## config.mk

```make
export PLATFORM = sky130hd
export DESIGN_NAME = neuron_mac_seq
export DESIGN_NICKNAME = d
export VERILOG_FILES = /design/src/rtl/neuron_mac_seq.sv
export SDC_FILE = /design/constraint.sdc
export NUM_CORES = 2
export LEC_CHECK = 0
export BUFFER_PORTS_ARGS = -buffer_cell sky130_fd_sc_hd__buf_2
export CAP_MARGIN = 25
export CORE_MARGIN = 2
export CORE_UTILIZATION = 50
export DETAILED_ROUTE_END_ITERATION = 7
export GPL_TIMING_DRIVEN = 0
export PLACE_DENSITY_LB_ADDON = 0.05
export SLEW_MARGIN = 20
export SYNTH_ARGS = -nofsm -noshare
export SYNTH_HDL_FRONTEND = slang
export SYNTH_SLANG_ARGS = --single-unit
```

## constraint.sdc

```tcl
create_clock -name clk -period 9.52 [get_ports clk]
set_input_delay 0.476 -clock clk [delete_from_list [all_inputs] [get_ports clk]]
set_output_delay 0.476 -clock clk [all_outputs]
set_load 0.005 [all_outputs]
```

## src/rtl/neuron_mac_seq.sv

```systemverilog
// Time-multiplexed neuron: one signed MAC per cycle, bias add, saturation,
// then either a sigmoid LUT lookup (registered ROM) or a linear pass-through.
//
// Handshakes: a transfer happens on a rising edge where valid && ready are both
// high. in_ready is high only in IDLE; out_valid is high only in OUT, and y/sat
// stay stable until the out_valid && out_ready edge. Both flags are registered.
module neuron_mac_seq #(
  parameter int N_IN      = 13,
  parameter int DW        = 17,
  parameter int FRAC      = 8,
  parameter int ADDR_W    = 11,
  parameter int LUT_SHIFT = 4,
  parameter int LUT_LAT   = 1,
  parameter int ACT_MODE  = 0
) (
  input  logic                 clk,
  input  logic                 rst_n,
  input  logic                 in_valid,
  output logic                 in_ready,
  input  logic [DW*N_IN-1:0]   x,
  input  logic [DW*N_IN-1:0]   w,
  input  logic [DW-1:0]        bias,
  output logic [ADDR_W-1:0]    lut_addr,
  input  logic [DW-1:0]        lut_data,
  output logic                 out_valid,
  input  logic                 out_ready,
  output logic [DW-1:0]        y,
  output logic                 sat,
  output logic [2:0]           dbg_state
);

  localparam int AW = 2*DW + $clog2(N_IN);
  localparam int IW = (N_IN > 1) ? $clog2(N_IN) : 1;
  localparam int CW = (LUT_LAT > 0) ? $clog2(LUT_LAT + 1) : 1;
  localparam int LW = ((DW > ADDR_W) ? DW : ADDR_W) + 2;

  localparam logic [IW-1:0] LAST_IDX = IW'(N_IN - 1);
  localparam logic [CW-1:0] ACT_WAIT = CW'((ACT_MODE == 1) ? 0 : LUT_LAT);

  localparam logic signed [AW:0] PRE_MAX = {{(AW+2-DW){1'b0}}, {(DW-1){1'b1}}};
  localparam logic signed [AW:0] PRE_MIN = {{(AW+2-DW){1'b1}}, {(DW-1){1'b0}}};
  localparam logic signed [LW-1:0] ADDR_CTR = {{(LW-ADDR_W){1'b0}}, 1'b1, {(ADDR_W-1){1'b0}}};
  localparam logic signed [LW-1:0] ADDR_MAX = {{(LW-ADDR_W){1'b0}}, {ADDR_W{1'b1}}};

  typedef enum logic [2:0] {
    S_IDLE = 3'd0,
    S_MAC  = 3'd1,
    S_BIAS = 3'd2,
    S_ACT  = 3'd3,
    S_OUT  = 3'd4
  } state_t;

  state_t                 r_state;
  logic signed [DW-1:0]   r_x [N_IN];
  logic signed [DW-1:0]   r_w [N_IN];
  logic signed [DW-1:0]   r_bias;
  logic [IW-1:0]          r_idx;
  logic [CW-1:0]          r_cnt;
  logic signed [AW-1:0]   r_acc;
  logic signed [DW-1:0]   r_pre;

  logic signed [2*DW-1:0] w_prod;
  logic signed [AW:0]     w_pre_full;
  logic                   w_clip_hi;
  logic                   w_clip_lo;
  logic signed [DW-1:0]   w_pre_sat;
  logic signed [DW-1:0]   w_shifted;
  logic signed [LW-1:0]   w_addr_full;
  logic [ADDR_W-1:0]      w_addr;

  assign w_prod = r_x[r_idx] * r_w[r_idx];

  // One extra bit over the accumulator so the bias add cannot wrap before clipping.
  assign w_pre_full = (AW+1)'(r_acc >>> FRAC) + (AW+1)'(r_bias);
  assign w_clip_hi  = (w_pre_full > PRE_MAX);
  assign w_clip_lo  = (w_pre_full < PRE_MIN);

  always_comb begin
    w_pre_sat = w_pre_full[DW-1:0];
    if (w_clip_hi) w_pre_sat = {1'b0, {(DW-1){1'b1}}};
    if (w_clip_lo) w_pre_sat = {1'b1, {(DW-1){1'b0}}};
  end

  // LUT is centred on address 2^(ADDR_W-1); out-of-range codes stick to the ends.
  assign w_shifted   = w_pre_sat >>> LUT_SHIFT;
  assign w_addr_full = LW'(w_shifted) + ADDR_CTR;

  always_comb begin
    w_addr = w_addr_full[ADDR_W-1:0];
    if (w_addr_full[LW-1])          w_addr = '0;
    else if (w_addr_full > ADDR_MAX) w_addr = '1;
  end

  assign dbg_state = r_state;

  always_ff @(posedge clk or negedge rst_n) begin
    if (!rst_n) begin
      r_state   <= S_IDLE;
      in_ready  <= 1'b1;
      out_valid <= 1'b0;
      y         <= '0;
      sat       <= 1'b0;
      lut_addr  <= '0;
      r_acc     <= '0;
      r_idx     <= '0;
      r_cnt     <= '0;
      r_pre     <= '0;
      r_bias    <= '0;
      for (int i = 0; i < N_IN; i++) begin
        r_x[i] <= '0;
        r_w[i] <= '0;
      end
    end else begin
      case (r_state)
        S_IDLE: begin
          if (in_valid) begin
            for (int i = 0; i < N_IN; i++) begin
              r_x[i] <= x[DW*i +: DW];
              r_w[i] <= w[DW*i +: DW];
            end
            r_bias   <= bias;
            r_acc    <= '0;
            r_idx    <= '0;
            in_ready <= 1'b0;
            r_state  <= S_MAC;
          end
        end
        S_MAC: begin
          r_acc <= r_acc + AW'(w_prod);
          if (r_idx == LAST_IDX) begin
            r_state <= S_BIAS;
          end else begin
            r_idx <= r_idx + 1'b1;
          end
        end
        S_BIAS: begin
          r_pre    <= w_pre_sat;
          sat      <= w_clip_hi | w_clip_lo;
          lut_addr <= w_addr;
          r_cnt    <= '0;
          r_state  <= S_ACT;
        end
        S_ACT: begin
          // Linear mode exits on the first cycle; LUT mode waits out the ROM latency.
          if (r_cnt == ACT_WAIT) begin
            y         <= (ACT_MODE == 1) ? r_pre : lut_data;
            out_valid <= 1'b1;
            r_state   <= S_OUT;
          end else begin
            r_cnt <= r_cnt + 1'b1;
          end
        end
        S_OUT: begin
          if (out_ready) begin
            out_valid <= 1'b0;
            in_ready  <= 1'b1;
            r_state   <= S_IDLE;
          end
        end
        default: begin
          r_state   <= S_IDLE;
          in_ready  <= 1'b1;
          out_valid <= 1'b0;
        end
      endcase
    end
  end

endmodule
```

==> run summary <==
Filler Cells Inserted = 6695
commonest non-fill, non-tap cell in the layout = dfrtp_1
CTS root buffer = clkbuf_16
sequential-to-total area share from yosys stat = 0.346
std cell rows = 102
Die ar. = 0.0797 mm2
syn avg cell area = 11.6 um2
vias after detailed routing = 28500
post-detail-place hpwl = 102000 um
IO Port Bufs = 513
slew of the pin with the lowest slew margin = 1.10 ns
# DRC = 0
CTS tree = yes
top cell type's share of synthesized area = 0.346
Initial Util = 0.502
CP max stage delay = 0.60 ns
flops & latches, synth = 536
GRT Total Usage = 0.322
Sink Count = 536
yosys warns = 0
initial antenna violation count = 87
synth top area cells = dfrtp_1, fa_1, mux2_2
Synth Cell Area = 0.0387 mm2
commonest cells after routing, fill and taps aside = dfrtp_1, buf_2, inv_1, mux2_2, fa_1
Final Cycle Share = 0.967
worst setup margin = 0.315 ns
Worst R2R Path Depth = 30
Post-synth EDFFs = 0
Core ar. = 0.0771 mm2
Overflow after GRT = 0
die boundary height = 282 um
CP most frequent cell = fa_1
Routed WL = 126000 um
final hold violations = 0
FF-to-FF End = r_acc[37]
unrepaired setup endpoints after global routing = true
vias per inst = 5.57
via count of the first global-routing pass = 29500
routability cong. = 0.961
cell taking the most area after synthesis = dfrtp_1
crit path kind = register to register
final-report setup violation count = 0
Die X = 282 um
drt first-iter violations = 1704
Slew HR = 0.269
Worst EP arrival = 9.68 ns
worst endpoint required time = 10.00 ns
DRT Pass-1 Iters = 7
first-pass GRT wire length = 188000 um
IO Pins = 514
pin count of the biggest net entering global routing = 93
Routed WL per cell = 24.6 um
fmax = 109 MHz
Antenna Nets Post-Route = 0
Clock Skew = 0.0316 ns
Cell variety after synth = 74
clk_lat worst skew = 0.63 ns
worst hold path class = primary input to register
Gate Count Post-Synth = 3343
fin nets = 4962
final slew viol count = 0
Worst R2R Start = r_idx[1]
Area Growth Syn to Fin = 18.1%
share of layout cells above drive strength 1 = 0.336
pre-CTS setup slack = -1.03 ns
CP Launch Point = r_idx[1]
run status = finished clean
Clock Path Buffers = 3
cts bufs inserted = 66
Async S/R FF share, synth = 1.00
ys flop type = dfrtp_1
Reg clk slew, reported paths = 0.06 ns
H-tree Lvls = 3
max-cap violation count = 0
slowest CP cell = a211oi_2
Critical Path End Type = register
syn_nets = 4334
min cycle time layout = 9.21 ns
CP Max Fanout = 7
worst reg2reg setup slack = 0.31 ns
crit path launch type = register
CP endpoint = r_acc[37]
## metrics by stage
| step | util | area, um2 | setup TNS (ns) | hold slack (ns) | instances |
|---|---|---|---|---|---|
| 4_1_cts | 0.590 | 45500 | 0 | 0.0327 | 5049 |
| 5_1_grt | 0.593 | 45700 | -0.0346 | 0.0662 | 5093 |
| 2_1_floorplan | - | 38700 | 0 | 0.180 | 3343 |
| 6_report | 0.593 | 45700 | 0 | 0.0577 | 5107 |
| 3_3_place_gp | 0.553 | 42600 | -2012.78 | 0.460 | 4896 |
| 3_5_place_dp | 0.560 | 43100 | -4.76 | 0.453 | 4929 |
## final cells by class
type	count	area (um2)	share of cell area
Multi-Input combinational cell	2154	23000	0.504
Sequential cell	536	13400	0.293
Timing Repair Buffer	563	3110	0.0680
Inverter	497	1880	0.0410
Clock buffer	90	1860	0.0407
Tap cell	1040	1300	0.0284
Buffer	153	677	0.0148
Clock inverter	29	350	0.00766
Antenna cell	45	113	0.00246
## routing by layer
layer / GRT usage / vias up / wire length [um]
met5: 0 / - / 488
met4: 0.120 / 74 / 4660
met3: 0.0821 / 302 / 8870
met2: 0.545 / 947 / 62100
met1: 0.400 / 14600 / 49500
li1: - / 12500 / -
## worst max-delay path: cells and delay by family (launching register included)
kind / cells / cell delay, ns
fa+ha+maj: 7 / 3.35
simple gates: 6 / 1.05
buf+inv: 8 / 1.50
mux: 2 / 0.64
xor+xnor: 1 / 0.18
flops: 1 / 0.36
compound gates: 6 / 1.95
## synth_stat cells (23+ instances only)
master,number
a21oi_1,67
xnor2_1,32
o21ai_0,85
nor2b_1,25
mux4_2,102
fa_1,366
dfrtp_1,535
nand2_1,221
inv_1,497
ha_1,145
xor2_1,23
and2_1,38
clkbuf_1,137
nor3_1,24
mux2_2,478
a211oi_1,26
nor2_1,196
mux2i_1,40
nand3_1,36
## sequential cells by signal, summed over array words and instances (netlist names), 3 cells and up
signal     count
r_idx          4
y             17
r_bias        17
r_x          221
lut_addr      11
r_w          221
r_acc         38
dbg_state      3
## repair_timing
action	CTS	global route
resized for setup	48	33
hold buffers	1	0
setup buffers	2	13
pin swaps	0	1
endpoints found under the setup margin	12	3
hold endpoints to repair	54	0
## worst min path at each step
stage / start / to / slack (ns) / cells past startpoint
2_1_floorplan: rst_n / dbg_state[0] / 0.18 / 0
5_1_grt: bias[1] / r_bias[1] / 0.07 / 3
3_3_place_gp: sat / sat / 0.46 / 2
3_5_place_dp: rst_n / r_bias[7] / 0.45 / 1
4_1_cts: bias[1] / r_bias[1] / 0.03 / 3
6_report: bias[1] / r_bias[1] / 0.06 / 3
## cell families after synthesis
logic type | count (synthesis) | synth area share
and+or+nand+nor | 625 | 0.0734
adders and majority gates | 511 | 0.236
AOI/OAI and AO/OA | 342 | 0.0594
muxes | 621 | 0.209
buffers and inverters | 653 | 0.0636
xor gates and xnor gates | 55 | 0.0124
DFF | 536 | 0.346
Power is left out: the tool's default activity adds up to more than one toggle a clock period on the data nets, which glitch-free logic cannot reach.
